### src/rtl/addr_seq_pkg.sv
// Shared types and defaults for the Addr bus sequencer.
// ADDR_SEQ_ANTISTARVE_EN (see addr_bus_sequencer) selects fetch anti-starvation.
package addr_seq_pkg;

    typedef enum logic [1:0] {
        IDLE,
        FETCH,
        PREDEC,
        MEM
    } state_e;

    typedef enum logic [1:0] {
        MODE_PLAIN,
        MODE_POSTINC,
        MODE_PREDEC,
        MODE_POSTDEC
    } mem_mode_e;

    localparam int PC_IDX_DEFAULT = 0;

endpackage

### src/rtl/addr_seq_decode.sv
// Index-to-select decoder with an active-low one-hot output.
// Output is all ones when disabled or when the index is out of range.
module addr_seq_decode #(
    parameter int NUM_REGS = 4,
    parameter int IDX_W    = $clog2(NUM_REGS)
) (
    input  logic [IDX_W-1:0]    idx,
    input  logic                en,
    output logic [NUM_REGS-1:0] sel_n
);

    // NOTE: assigning a default before the loop keeps this purely combinational (no latch).
    always_comb begin
        sel_n = '1;
        for (int i = 0; i < NUM_REGS; i++) begin
            if (en && (int'(idx) == i)) begin
                sel_n[i] = 1'b0;
            end
        end
    end

endmodule

### src/rtl/addr_bus_sequencer.sv
// Grants one counter/address register per cycle onto Addr and pulses its inc/dec lines.
// Define ADDR_SEQ_ANTISTARVE_EN to force a fetch after STARVE_LIMIT memory grants.
module addr_bus_sequencer
    import addr_seq_pkg::*;
#(
    parameter int NUM_REGS     = 4,
    parameter int PC_IDX       = PC_IDX_DEFAULT,
    parameter int STARVE_LIMIT = 4
) (
    input  logic                        clock,
    input  logic                        clear,
    input  logic                        fetch_req,
    output logic                        fetch_gnt,
    input  logic                        mem_req,
    input  logic [$clog2(NUM_REGS)-1:0] mem_reg,
    input  logic [1:0]                  mem_mode,
    output logic                        mem_gnt,
    output logic                        mem_busy,
    output logic [NUM_REGS-1:0]         a_addr_n,
    output logic [NUM_REGS-1:0]         inc_n,
    output logic [NUM_REGS-1:0]         dec_n
);

    localparam int REG_W = $clog2(NUM_REGS);
    localparam int CNT_W = $clog2(STARVE_LIMIT + 1);
    localparam logic [REG_W-1:0] PC_SEL     = REG_W'(PC_IDX);
    localparam logic [CNT_W-1:0] STARVE_MAX = CNT_W'(STARVE_LIMIT);
`ifdef ADDR_SEQ_ANTISTARVE_EN
    localparam bit STARVE_EN = 1'b1;
`else
    localparam bit STARVE_EN = 1'b0;
`endif

    state_e            state_q, state_d;
    mem_mode_e         mode_q, mode_d;
    logic [REG_W-1:0]  reg_q, reg_d;
    logic [CNT_W-1:0]  starve_q, starve_d;
    logic              force_fetch;

    logic              drive_en, inc_en, dec_en;
    logic [REG_W-1:0]  drive_idx;
    logic              fetch_gnt_q, fetch_gnt_d;
    logic              mem_gnt_q, mem_gnt_d;
    logic              mem_busy_q, mem_busy_d;
    logic [NUM_REGS-1:0] a_addr_n_q, a_addr_n_d;
    logic [NUM_REGS-1:0] inc_n_q, inc_n_d;
    logic [NUM_REGS-1:0] dec_n_q, dec_n_d;

    // Arbitration; the request fields are latched only when a memory access is chosen.
    always_comb begin
        state_d     = state_q;
        reg_d       = reg_q;
        mode_d      = mode_q;
        force_fetch = STARVE_EN && fetch_req && (starve_q == STARVE_MAX);
        if (state_q == PREDEC) begin
            state_d = MEM;
        end else if (force_fetch) begin
            state_d = FETCH;
        end else if (mem_req) begin
            reg_d   = mem_reg;
            mode_d  = mem_mode_e'(mem_mode);
            state_d = (mode_d == MODE_PREDEC) ? PREDEC : MEM;
        end else if (fetch_req) begin
            state_d = FETCH;
        end else begin
            state_d = IDLE;
        end
    end

    always_comb begin
        starve_d = starve_q;
        if (state_d == FETCH) begin
            starve_d = '0;
        end else if (STARVE_EN && (state_d == MEM) && fetch_req && (starve_q != STARVE_MAX)) begin
            starve_d = starve_q + 1'b1;
        end
    end

    // NOTE: outputs are decoded from the next state and registered, so they are glitch-free
    // and change in lockstep with the state register.
    always_comb begin
        drive_en    = (state_d == FETCH) || (state_d == MEM);
        drive_idx   = (state_d == FETCH) ? PC_SEL : reg_d;
        inc_en      = (state_d == FETCH) || ((state_d == MEM) && (mode_d == MODE_POSTINC));
        dec_en      = (state_d == PREDEC) || ((state_d == MEM) && (mode_d == MODE_POSTDEC));
        fetch_gnt_d = (state_d == FETCH);
        mem_gnt_d   = (state_d == MEM);
        mem_busy_d  = (state_d == PREDEC);
    end

    addr_seq_decode #(.NUM_REGS(NUM_REGS), .IDX_W(REG_W)) u_addr_dec (
        .idx   (drive_idx),
        .en    (drive_en),
        .sel_n (a_addr_n_d)
    );

    addr_seq_decode #(.NUM_REGS(NUM_REGS), .IDX_W(REG_W)) u_inc_dec (
        .idx   (drive_idx),
        .en    (inc_en),
        .sel_n (inc_n_d)
    );

    addr_seq_decode #(.NUM_REGS(NUM_REGS), .IDX_W(REG_W)) u_dec_dec (
        .idx   (reg_d),
        .en    (dec_en),
        .sel_n (dec_n_d)
    );

    // Clear is asynchronous: an access caught in PREDEC is abandoned and MEM never follows.
    always_ff @(posedge clock or posedge clear) begin
        if (clear) begin
            state_q     <= IDLE;
            reg_q       <= '0;
            mode_q      <= MODE_PLAIN;
            starve_q    <= '0;
            fetch_gnt_q <= 1'b0;
            mem_gnt_q   <= 1'b0;
            mem_busy_q  <= 1'b0;
            a_addr_n_q  <= '1;
            inc_n_q     <= '1;
            dec_n_q     <= '1;
        end else begin
            state_q     <= state_d;
            reg_q       <= reg_d;
            mode_q      <= mode_d;
            starve_q    <= starve_d;
            fetch_gnt_q <= fetch_gnt_d;
            mem_gnt_q   <= mem_gnt_d;
            mem_busy_q  <= mem_busy_d;
            a_addr_n_q  <= a_addr_n_d;
            inc_n_q     <= inc_n_d;
            dec_n_q     <= dec_n_d;
        end
    end

    assign fetch_gnt = fetch_gnt_q;
    assign mem_gnt   = mem_gnt_q;
    assign mem_busy  = mem_busy_q;
    assign a_addr_n  = a_addr_n_q;
    assign inc_n     = inc_n_q;
    assign dec_n     = dec_n_q;

endmodule

### config.mk
export PLATFORM = sky130hd
export DESIGN_NAME = addr_bus_sequencer
export DESIGN_NICKNAME = d
export VERILOG_FILES = /design/src/rtl/addr_seq_pkg.sv /design/src/rtl/addr_seq_decode.sv /design/src/rtl/addr_bus_sequencer.sv
export SDC_FILE = /design/constraint.sdc
export NUM_CORES = 1
export LEC_CHECK = 0
export CAP_MARGIN = 20
export CORE_MARGIN = 2
export CORE_UTILIZATION = 50
export DETAILED_ROUTE_END_ITERATION = 16
export DONT_BUFFER_PORTS = 1
export GPL_TIMING_DRIVEN = 0
export PLACE_DENSITY = 0.73
export SYNTH_ARGS = -nofsm -noshare
export SYNTH_HDL_FRONTEND = slang
export SYNTH_SLANG_ARGS = --single-unit
### constraint.sdc
create_clock -name clock -period 1.5 [get_ports clock]
set_input_delay 0 -clock clock [delete_from_list [all_inputs] [get_ports clock]]
set_output_delay 0 -clock clock [all_outputs]
set_load 0.02 [all_outputs]
======== Yosys cells after proc, flatten, opt, wreduce, memory -nomap -nowiden ========
Cells that the tools add are included.
word-level totals
  register bits after elaboration ......... 21
  latch bits .............................. 0
  memory bits (writable) .................. 0
  memory bits (read-only) ................. 0
  bits of input ports ..................... 8
  output and inout bits ................... 15
  word-level logic and storage cells ...... 62
  memories ................................ 0
cells by class
  add/subtract/negate cells ............... 0
  multipliers ............................. 0
  div/mod/pow operators ................... 0
  magnitude comparators ................... 0
  eq/ne operators ......................... 13
  shift-type cells ........................ 0
  muxes and demuxes ....................... 21
  bitwise operators ....................... 0
  reductions and logical operators ........ 19
operators with widths
  operator                                        count
  == test 2 bit (second input constant)           9
  logical AND 1 bit                               14
  two-way mux 1 bit                               14
  two-way mux 2 bit                               7
  == test 2 x 1 -> 1 bit (second input constant)  4
  zero test 2 bit                                 2
  logical OR 1 bit                                3

======== Longest topological paths before layout ========
Gate-level depths: netlist of run 1.
  depth in word-level cells ............... 9
  gate-level depth with buffers ........... 4
  depth with buffers taken out ............ 3

======== Hierarchy ========
Synthesis of run 1 repeated with hierarchy kept, for this count alone.
unflattened totals
  cells, all modules ...................... 62
  area, all modules ....................... 855.8 µm²
modules (own cells, without submodules)
  module              times used  cells an instance  area an instance (µm²)  sequential area each (µm²)
  addr_bus_sequencer  1           50                 769.5                   540.5
  addr_seq_decode     3           4                  28.8                    0.0

======== Worst setup path after synthesis of run 1 ========
Ideal clock, no wire load.
  kind .................................... register to register
  start ................................... register state_q[1]
  end ..................................... register dec_n_q[0] (netlist: dec_n[0])
  library setup time ...................... 0.077 ns
  data arrival time ....................... 1.006 ns
  data required time ...................... 1.423 ns
  setup slack ............................. 0.417 ns
  stages on the path, launching flop included .. 4
  path buffers ............................ 0
  period minus slack after synthesis ...... 1.083 ns
  cells stage by stage .................... dfrtp_1 -> and2b_4 -> o31ai_4 -> a21bo_1
between the ends
  word-level cells in the longest chain between the ends .. 7
  elaborated cells between the ends (all ways) .. 12
  those cells by class .................... 4 x eq/ne; 4 x mux; 4 x reduce/logical
ends and longest elaborated chain
  element                   RTL line                   RTL
  start: declaration        addr_bus_sequencer.sv:34   state_e state_q, state_d;
  start signal: assignment  addr_bus_sequencer.sv:123  state_q <= state_d;
  == test 2 bit (*)         addr_bus_sequencer.sv:55   if (state_q == PREDEC) begin
  two-way mux 2 bit         addr_bus_sequencer.sv:55
  == test 2 bit             addr_bus_sequencer.sv:85   dec_en = (state_d == PREDEC) || ((state_d == MEM) && (mode_d == MODE_POSTDEC));
  logical AND 1 bit         addr_bus_sequencer.sv:85
  logical OR 1 bit          addr_bus_sequencer.sv:85
  logical AND 1 bit (*)     addr_seq_decode.sv:16      if (en && (int'(idx) == i)) begin
  two-way mux 1 bit (*)     addr_seq_decode.sv:16
  named net dec_n_d[0]      addr_bus_sequencer.sv:47   logic [NUM_REGS-1:0] dec_n_q, dec_n_d;
  end signal: assignment    addr_bus_sequencer.sv:132  dec_n_q <= dec_n_d;
  end: declaration          addr_bus_sequencer.sv:47
The timed path passes the listed nets; every way through them passes the cells marked *.

======== Worst setup path in the final report of run 1 ========
Same ends and word-level chain as after synthesis.

==> metrics.md, run 1 <==
| Metric | Value |
|---|---|
| Status | `finished clean` |
| Initial antenna violation count | `0` |
| Vias in the first global route | `590` |
| Worst Skew | `7.25 ps` |
| Post-Synthesis Cells | `77` |
| Final Hold Viols | `0` |
| Post-synthesis sequential area ratio | `58.9%` |
| DP HPWL | `1.17 mm` |
| CP endpoint kind | `register` |
| Worst slew pin tran | `769 ps` |
| Final-stage net count | `99` |
| # IOs | `23` |
| GR Util met2 | `28.2%` |
| Worst rel slew slack | `48.7%` |
| Ratio of cells with drive above 1 in the final layout | `31.1%` |
| Main synth FF type | `dfstp_2` |
| Post-synth EDFFs | `0` |
| Xor/xnor share of the synthesized area | `0%` |
| Worst stage delay on the critical path | `460 ps` |
| Met3 Usage GRT | `4.62%` |
| Synth Register Bits | `21` |
| Fin Setup TNS | `0 ps` |
| Worst setup margin | `250 ps` |
| Max Cap Viol | `0` |
| Hold Path Origin | `mem_mode[1]` |
| Worst slack, placed | `277 ps` |
| Fill count | `149` |
| Commonest non-fill, non-tap cell in the layout | `o21ai_0` |
| Die Ht | `46.9 um` |
| Root Buffer | `clkbuf_4` |
| Post-CTS Resized | `0` |
| Die area | `0.00220 mm^2` |
| Final wirelength | `1.82 mm` |
| Power Density | `1050 mW/mm^2` |
| Slowest cell on the critical path | `dfrtp_1` |
| Mean Syn Cell Area | `11.9 um^2` |
| Post-synthesis cell type count | `30` |
| Clock period minus worst slack | `1250 ps` |
| Clk_lat worst skew | `290 ps` |
| Area share of fa/ha/maj cells after synthesis | `0%` |
| Startpoint Class | `register` |
| Simple-gate share of the synthesized area | `16.8%` |
| Std cell rows | `15` |
| Post-Syn Nets | `85` |
| Area Growth Syn to Fin | `16.1%` |
| GRT Util Overall | `19.7%` |
| Hold Crit Class | `in -> reg` |
| Core ar. | `0.00173 mm^2` |
| Slew Viols, Final | `0` |
| Buffers on Ports | `0` |
| Hold EP | `mem_busy$_DFF_PP0_` |
| GPL Wtd Cong | `0.862` |
| Multi-input gate area | `340 um^2` |
| Post-synthesis mux area share | `2.45%` |
| Total CTS buffers | `3` |
| Worst Path Required | `1740 ps` |
| Grt met1 use | `28.8%` |
| DRC viols | `0` |
| Critical path class | `reg -> reg` |
| Clock transition at path regs | `120 ps` |
| 1st-pass router iterations | `4` |
| Global-route wire length before repair | `2.99 mm` |
| Worst R2R Setup Slack | `250 ps` |
| Final setup viols | `0` |
| Compound-cell area share of the yosys netlist | `17.8%` |
| 1st-iter DRT viols | `25` |
| Leak | `0.444 nW` |
| Max Fclk | `800 MHz` |
| Synth area leaders | `dfstp_2, dfrtp_1, o21ai_0` |
| Initial Utilization | `53.2%` |
| Post-Syn Area | `918 um^2` |
| CP Cell Sequence | `and2b_4 > o31ai_4 > a21bo_1` |
| Layer with the highest usage | `met1` |
| Share of the synthesized area in the top cell type | `34.3%` |
| Max FO, Critical Path | `7` |
| FF-to-FF End | `dec_n[0]$_DFF_PP1_` |
| WL/cell | `15.8 um` |
| YS warnings | `0` |
| Worst EP arrival | `1490 ps` |
| Htree depth | `1` |
| DR vias | `645` |
| Die width | `46.9 um` |
| GRT overflow | `0` |
| Hold path depth | `3` |
| Largest area contributor in the netlist | `dfstp_2` |
| Largest family of logic cells by synthesized area | `compound AO/OA/AOI/OAI gates` |
| # clock sinks | `21` |
| Worst reg2reg path depth | `3` |
| Hold Slack | `26.7 ps` |
| RSZ-0062 raised after global routing | `false` |
| CTS max path bufs | `2` |
| ANT cells | `0` |
| Register area | `541 um^2` |
| Post-route ant nets | `0` |
| Peak VDD IR | `0.000472 V` |
| Commonest cells after routing, fill and taps aside | `o21ai_0, dfstp_2, dfrtp_1, dlygate4sd3_1, nand2_1` |
| Fin crit share | `83.3%` |
| CTS tree | `done` |
| Post-synthesis async set-or-reset flop share | `100%` |
| Largest net degree at the start of global routing | `22` |
| Vias/cell | `5.61` |
| Origin of the critical flop-to-flop path | `state_q[1]$_DFF_PP0_` |
## sequential cells by signal (all words and copies together), names as in the netlist
| register | flops |
|---|---|
| a_addr_n | 4 |
| dec_n | 4 |
| inc_n | 4 |
| mode_q | 2 |
| reg_q | 2 |
| state_q | 2 |
| fetch_gnt | 1 |
| mem_busy | 1 |
| mem_gnt | 1 |
## synthesized netlist by cell type, types with 2 or more instances
cell type,number
dfrtp_1,9
o21ai_0,14
nand2b_1,3
dfstp_2,12
mux2_2,2
nand2_1,5
nand3_1,2
nor2_1,3
a21oi_1,3
inv_1,4
## routing by layer
layer	wire [um]	share of wire (%)
met1	824	45
met5	0	0
met4	15	0.82
met2	885	49
met3	95	5.2
## through the flow
step	utilization (%)	cell area [um^2]	power, mW	cells
final	61.7	1070	1.12	115
after global routing	61.7	1070	1.19	115
after CTS	60.6	1050	1.12	113
after detailed placement	55.0	950	0.842	102
after global placement	55.0	950	0.835	102
after floorplan	-	918	0.809	77
## how the worst max path moves through the flow
| stage | start | endpoint | slack, ps | cells past startpoint |
|---|---|---|---|---|
| finish | state_q[1]$_DFF_PP0_ | dec_n[0]$_DFF_PP1_ | 250 | 3 |
| global route | state_q[1]$_DFF_PP0_ | dec_n[3]$_DFF_PP1_ | 150 | 3 |
| CTS | state_q[1]$_DFF_PP0_ | dec_n[0]$_DFF_PP1_ | 260 | 3 |
| detailed placement | state_q[1]$_DFF_PP0_ | dec_n[0]$_DFF_PP1_ | 280 | 3 |
| global placement | state_q[1]$_DFF_PP0_ | dec_n[0]$_DFF_PP1_ | 310 | 3 |
| floorplan | state_q[1]$_DFF_PP0_ | dec_n[0]$_DFF_PP1_ | 420 | 3 |
## final cells by class
cell class              instances  share of cell area (%)
flip-flops and latches         21                    50.7
multi-input cells              49                    31.9
repair buffers                  9                    8.45
well taps                      25                    2.93
clock buffers                   4                    2.46
plain buffers                   2                    1.76
inverters                       5                    1.76
## worst max-delay path: cells and delay by family (launching register included)
kind / cells / cell delay [ps]
compound gates: 2 / 500
flops: 1 / 460
simple gates: 1 / 230
## where the power goes
part | internal [mW] | total, mW | switching, mW
Sequential | 0.629 | 0.692 | 0.0628
Combinational | 0.0742 | 0.167 | 0.0923
Clock | 0.103 | 0.265 | 0.161
## kinds of logic (layout without fill, tap and decap cells)
| family | after synthesis | in the layout |
|---|---|---|
| DFF | 21 | 21 |
| and+or+nand+nor | 23 | 23 |
| muxes | 2 | 2 |
| AOI/OAI and AO/OA | 24 | 24 |
| buffers and inverters | 7 | 20 |
## timing repair
action	in CTS	in global routing
setup buffers	0	0
endpoints found under the hold margin	25	2
hold buffers	7	2
No activity file was read; power rests on OpenSTA's default activity.
==> run 2: changes to the inputs <==
--- a/config.mk
+++ b/config.mk
@@ -11,7 +11,7 @@
 export DETAILED_ROUTE_END_ITERATION = 16
 export DONT_BUFFER_PORTS = 1
 export GPL_TIMING_DRIVEN = 0
-export PLACE_DENSITY = 0.73
+export PLACE_DENSITY = 0.76
 export SYNTH_ARGS = -nofsm -noshare
 export SYNTH_HDL_FRONTEND = slang
 export SYNTH_SLANG_ARGS = --single-unit
==> constraint.sdc (replaced) <==
create_clock -name clock -period 1.1 [get_ports clock]
set_input_delay 0 -clock clock [delete_from_list [all_inputs] [get_ports clock]]
set_output_delay 0 -clock clock [all_outputs]
set_load 0.02 [all_outputs]
==> run 2 against run 1 <==
  * Critical endpoint is now state_q[0]$_DFF_PP0_
  * Cell area is 6.0% higher
  * The flow now finishes with violations (negative setup slack)
  * Largest cell class unchanged
  * First-iteration DRC count shrank 44%
  * Hold slack got worse by 26 ps
  * Critical path type unchanged
  * Clock skew shrank 2.6 ps
  * Die area unchanged
==> metrics.md, run 2 (same netlist as run 1, synthesis figures left out) <==
| Metric | Value |
|---|---|
| Total CTS buffers | `3` |
| Psw | `0.461 mW` |
| Layer with the highest usage | `met2` |
| Max Cap Viol | `0` |
| WL/cell | `16.8 um` |
| GR Util met2 | `33.2%` |
| Worst reg2reg path depth | `5` |
| Die area | `0.00220 mm^2` |
| Vias/cell | `5.74` |
| Worst Skew | `4.66 ps` |
| Sw frac | `29.0%` |
| Final Hold Viols | `0` |
| Vias in the first global route | `641` |
| Worst Path Required | `1310 ps` |
| Status | `finished, violations left` |
| Buffers on Ports | `0` |
| CTS tree | `done` |
| # clock sinks | `21` |
| Total power | `1.59 mW` |
| Slew Viols, Final | `0` |
| Core ar. | `0.00173 mm^2` |
| Crit path to | `state_q[0]$_DFF_PP0_` |
| Die width | `46.9 um` |
| Slowest cell on the critical path | `dfrtp_1` |
| DRC viols | `0` |
| GRT overflow | `0` |
| Final-stage net count | `101` |
| Htree depth | `1` |
| DP HPWL | `1.22 mm` |
| Leak | `0.470 nW` |
| Sequential power share | `59.1%` |
| Power Density | `1410 mW/mm^2` |
| Clk_lat worst skew | `300 ps` |
| Crit path launch | `state_q[1]$_DFF_PP0_` |
| GPL Wtd Cong | `0.841` |
| Post-route ant nets | `0` |
| Clock transition at path regs | `110 ps` |
| GRT Util Overall | `21.1%` |
| ANT cells | `0` |
| CP Depth | `5` |
| RSZ-0062 raised after global routing | `true` |
| Worst R2R Setup Slack | `-100 ps` |
| Root Buffer | `clkbuf_4` |
| Clock period minus worst slack | `1200 ps` |
| Fin cells | `117` |
| Critical path class | `reg -> reg` |
| Clk network pwr share | `23.1%` |
| Commonest non-fill, non-tap cell in the layout | `dfstp_2` |
| Startpoint Class | `register` |
| Area Growth Syn to Fin | `23.0%` |
| CTS max path bufs | `2` |
| Max Fclk | `834 MHz` |
| Placed instance area | `950 um^2` |
| Met3 Usage GRT | `3.46%` |
| Worst setup margin | `-99.4 ps` |
| FF-to-FF End | `state_q[0]$_DFF_PP0_` |
| Power share of the combinational group | `17.8%` |
| Placed Cells | `102` |
| CP endpoint kind | `register` |
| Initial Utilization | `53.2%` |
| Hold Slack | `0.503 ps` |
| Worst path bufs/invs | `2` |
| Final setup viols | `12` |
| Worst rel slew slack | `50.6%` |
| Hold Buf Count CTS | `7` |
| Final wirelength | `1.96 mm` |
| 1st-pass router iterations | `4` |
| Worst slew pin tran | `740 ps` |
| Max FO, Critical Path | `5` |
| Largest net degree at the start of global routing | `22` |
| Std cell rows | `15` |
| Origin of the critical flop-to-flop path | `state_q[1]$_DFF_PP0_` |
| Worst stage delay on the critical path | `410 ps` |
| Initial antenna violation count | `0` |
| Global-route wire length before repair | `3.15 mm` |
| # IOs | `23` |
| Die Ht | `46.9 um` |
| CP Cell Sequence | `buf_4 > nand2b_4 > buf_8 > nand3_1 > a21o_1` |
| Grt met1 use | `28.3%` |
| Worst EP arrival | `1410 ps` |
| DR vias | `671` |
| Final instance area | `0.00113 mm^2` |
| Hold Crit Class | `in -> reg` |
| Fin Setup TNS | `-707 ps` |
| Commonest cells after routing, fill and taps aside | `dfstp_2, dfrtp_1, o21ai_1` |
| Ratio of cells with drive above 1 in the final layout | `41.3%` |
| Failing checks | `negative setup slack` |
| 1st-iter DRT viols | `14` |
| Fin crit share | `109%` |
| P_int | `1.13 mW` |
| Peak VDD IR | `0.000875 V` |
| Fill count | `133` |
| CP delay by family, top | `flip-flops` |
==> run 2: cell types whose count changed in the layout (fill, tap and decap cells not counted), moves of 2 or more <==
cell / change
a21oi_1: -3
a21oi_2: +2
buf_4: +3
dlygate4sd3_1: -2
o21ai_0: -8
o21ai_1: +8
==> run 2: worst min path at each step <==
stage	to	slack (ps)	cells past startpoint	startpoint
final	inc_n[3]$_DFF_PP1_	0.5	2	mem_mode[0]
after CTS	mem_busy$_DFF_PP0_	1	3	mem_mode[1]
after global placement	mem_gnt$_DFF_PP0_	40	1	clear
after detailed placement	mem_gnt$_DFF_PP0_	70	1	clear
after floorplan	fetch_gnt$_DFF_PP0_	-30	1	clear
after global routing	inc_n[3]$_DFF_PP1_	-7	2	mem_mode[0]
==> run 2: repair_timing <==
| action | CTS | global route |
|---|---|---|
| setup endpoints to repair | 13 | 16 |
| setup buffers | 2 | 1 |
| gates resized for setup | 9 | 7 |
| pin swaps | 3 | 1 |
| endpoints found under the hold margin | 26 | 3 |
| gates cloned | 0 | 1 |
==> run 2: cell type report <==
| class | instances | area (um^2) | share of cell area, % |
|---|---|---|---|
| tap | 25 | 31.3 | 2.77 |
| inverter | 5 | 18.8 | 1.66 |
| sequential | 21 | 541 | 47.8 |
| buffer | 2 | 22.5 | 1.99 |
| multi-input combinational | 49 | 373 | 33.0 |
| clock buffer | 4 | 26.3 | 2.33 |
| timing repair buffer | 11 | 118 | 10.4 |
==> run 2: layer usage <==
| metal | vias up | wire, um | part of all wire (%) |
|---|---|---|---|
| met4 | 0 | 40 | 2.0 |
| met1 | 335 | 838 | 43 |
| met2 | 24 | 1000 | 51 |
| met5 | - | 0 | 0 |
| li1 | 307 | - | - |
| met3 | 5 | 82 | 4.2 |
==> run 2: power by group through the flow <==
stage          logic, mW  clock network, mW  registers [mW]
3_3_place_gp       0.185                  0           0.953
5_1_grt            0.309              0.412           0.951
2_1_floorplan      0.158                  0           0.945
4_1_cts            0.244              0.370           0.939
3_5_place_dp       0.194                  0           0.956
6_report           0.283              0.367           0.940
==> run 2: per-stage QoR <==
stage | setup WS (ps) | util, %
6_report | -99.4 | 65.4
3_5_place_dp | -101 | 55.0
3_3_place_gp | -85.6 | 55.0
2_1_floorplan | 16.8 | -
5_1_grt | -151 | 65.4
4_1_cts | -109 | 62.2
==> run 2: worst register-to-register path, cell delays in order, from the launching register on <==
cell      delay (ps)
dfrtp_1          410
buf_4            150
nand2b_4         110
buf_8            130
nand3_1          110
a21o_1           200
==> run 3: changes to the inputs <==
--- a/config.mk
+++ b/config.mk
@@ -5,13 +5,14 @@
 export SDC_FILE = /design/constraint.sdc
 export NUM_CORES = 1
 export LEC_CHECK = 0
-export CAP_MARGIN = 20
+export BUFFER_PORTS_ARGS = -buffer_cell sky130_fd_sc_hd__buf_2
+export CAP_MARGIN = 5
 export CORE_MARGIN = 2
-export CORE_UTILIZATION = 50
+export CORE_UTILIZATION = 45
 export DETAILED_ROUTE_END_ITERATION = 16
-export DONT_BUFFER_PORTS = 1
 export GPL_TIMING_DRIVEN = 0
-export PLACE_DENSITY = 0.76
+export PLACE_DENSITY = 0.8
+export SLEW_MARGIN = 10
 export SYNTH_ARGS = -nofsm -noshare
 export SYNTH_HDL_FRONTEND = slang
 export SYNTH_SLANG_ARGS = --single-unit
==> run 3 against run 2 <==
  * The flow still finishes with violations (negative setup slack)
  * Final cell count rose by 21%
  * Sequential share of layout area fell by 4.8 points
  * Hold slack improved by 62 ps
  * Worst setup slack got worse by 18 ps
  * Clock power rose by 4%
  * Clock skew rose by 6.2 ps
  * Power rose by 4.5%
  * Sequential cell count did not move
  * Cell area rose by 11%
  * Register-to-register slack got worse by 20 ps
  * Critical path type unchanged
  * Critical endpoint is now inc_n[1]$_DFF_PP1_
  * Highest routed layer unchanged
==> metrics.md, run 3 (same netlist as run 1, synthesis figures left out) <==
| Metric | Value |
|---|---|
| Vias/cell | `5.43` |
| Total CTS buffers | `3` |
| Crit path to | `inc_n[1]$_DFF_PP1_` |
| CTS tree | `done` |
| Htree depth | `1` |
| Die Ht | `49.2 um` |
| Worst setup margin | `-117 ps` |
| Vias in the first global route | `759` |
| Largest net degree at the start of global routing | `22` |
| GRT Util Overall | `19.3%` |
| Slew Viols, Final | `0` |
| DRC viols | `0` |
| FF-to-FF End | `inc_n[1]$_DFF_PP1_` |
| Worst R2R Setup Slack | `-120 ps` |
| Area Growth Syn to Fin | `36.8%` |
| CTS max path bufs | `2` |
| Worst slew pin tran | `748 ps` |
| Worst slack, placed | `-149 ps` |
| Critical path class | `reg -> reg` |
| Leak | `0.547 nW` |
| Worst reg2reg path depth | `5` |
| Origin of the critical flop-to-flop path | `state_q[1]$_DFF_PP0_` |
| DR vias | `765` |
| Max FO, Critical Path | `5` |
| # IOs | `23` |
| Clock transition at path regs | `130 ps` |
| # clock sinks | `21` |
| Initial antenna violation count | `0` |
| Core ar. | `0.00194 mm^2` |
| Final core utilization | `64.7%` |
| Fin crit share | `111%` |
| Global-route wire length before repair | `3.48 mm` |
| Initial Utilization | `47.3%` |
| Met3 Usage GRT | `3.37%` |
| Commonest non-fill, non-tap cell in the layout | `buf_2` |
| Die width | `49.2 um` |
| Final setup viols | `16` |
| Peak VDD IR | `0.000868 V` |
| Crit path launch | `state_q[1]$_DFF_PP0_` |
| Clock period minus worst slack | `1220 ps` |
| Die area | `0.00242 mm^2` |
| 1st-iter DRT viols | `19` |
| Final-stage net count | `123` |
| Ratio of cells with drive above 1 in the final layout | `57.0%` |
| Worst EP arrival | `1450 ps` |
| Max Fclk | `822 MHz` |
| Root Buffer | `clkbuf_4` |
| Std cell rows | `16` |
| DP HPWL | `1.36 mm` |
| Placed instance area | `0.00106 mm^2` |
| CP endpoint kind | `register` |
| ANT cells | `0` |
| GR Util met2 | `28.6%` |
| Failing checks | `negative setup slack` |
| Final instance area | `0.00126 mm^2` |
| Fill count | `166` |
| Worst Path Required | `1330 ps` |
| GRT overflow | `0` |
| Max Cap Viol | `0` |
| Grt met1 use | `25.3%` |
| Post-route ant nets | `0` |
| Buffers on Ports | `22` |
| RSZ-0062 raised after global routing | `true` |
| GPL Wtd Cong | `0.862` |
| Hold Crit Class | `in -> reg` |
| Status | `finished, violations left` |
| Startpoint Class | `register` |
| Commonest cells after routing, fill and taps aside | `buf_2, dfstp_2, dfrtp_1` |
| Worst rel slew slack | `50.1%` |
| Clk_lat worst skew | `310 ps` |
| Final Hold Viols | `0` |
| Layer with the highest usage | `met2` |
| Worst Skew | `10.9 ps` |
| WL/cell | `14.9 um` |
| Power Density | `1320 mW/mm^2` |
| 1st-pass router iterations | `5` |
| Final wirelength | `2.10 mm` |
-- run 3: changes by cell type in the layout (fill, tap and decap cells not counted), sizes merged --
| cell | delta |
|---|---|
| clkinvlp | +1 |
| clkbuf | -2 |
| dlygate4sd3 | -3 |
| buf | +26 |
-- run 3: how the worst min path moves through the flow --
stage	slack [ps]	start	to	cells past startpoint
floorplan	-30	clear	fetch_gnt$_DFF_PP0_	1
global placement	150	clear	mem_gnt$_DFF_PP0_	2
detailed placement	160	clear	mem_busy$_DFF_PP0_	2
CTS	50	mem_reg[1]	reg_q[1]$_DFF_PP0_	2
global route	40	mem_reg[0]	reg_q[0]$_DFF_PP0_	3
finish	60	mem_reg[1]	reg_q[1]$_DFF_PP0_	2
-- run 3: report_power, final --
part           internal [mW]  switching (mW)  leakage, nW  total [mW]
Combinational          0.167           0.225        0.299       0.392
Sequential             0.854          0.0361        0.234       0.890
Clock                  0.139           0.242       0.0139       0.381
Total                   1.16           0.503        0.547        1.66
-- run 3: worst max-delay path, cell delays in order (launching register included) --
cell and delay (ps):
dfrtp_1 440, buf_6 140, nand2b_4 100, buf_6 140, a41o_1 230, o21ai_1 90
-- run 3: metal layers --
layer | up-vias | share of wire (%)
met1 | 367 | 41
met5 | - | 0
met3 | 10 | 4.6
met2 | 33 | 50
met4 | 0 | 4.3
li1 | 355 | -
-- run 3: area by class of cell --
class | instances | area [um^2] | area share [%]
clock inverters | 1 | 7.51 | 0.598
well taps | 27 | 33.8 | 2.69
plain buffers | 2 | 18.8 | 1.49
clock buffers | 3 | 22.5 | 1.79
multi-input cells | 49 | 408 | 32.5
flip-flops and latches | 21 | 541 | 43.0
repair buffers | 33 | 206 | 16.4
inverters | 5 | 18.8 | 1.49
-- run 3: timing repair --
item | 4_1_cts | 5_1_grt
hold buffers | 4 | 0
resized for setup | 19 | 4
buffers inserted | 5 | 1
cloned | 1 | 0
pin swaps | 5 | 3
endpoints found under the setup margin | 14 | 16
endpoints found under the hold margin | 12 | 0
-- run 3: per-stage QoR --
stage / power [mW] / hold slack [ps] / setup TNS, ps / std cells
5_1_grt: 1.75 / 39.8 / -2030 / 141
3_3_place_gp: 1.19 / 146 / -318 / 126
2_1_floorplan: 1.10 / -32.4 / 0 / 77
6_report: 1.66 / 62.1 / -1100 / 141
4_1_cts: 1.64 / 49.8 / -925 / 140
3_5_place_dp: 1.20 / 156 / -696 / 126
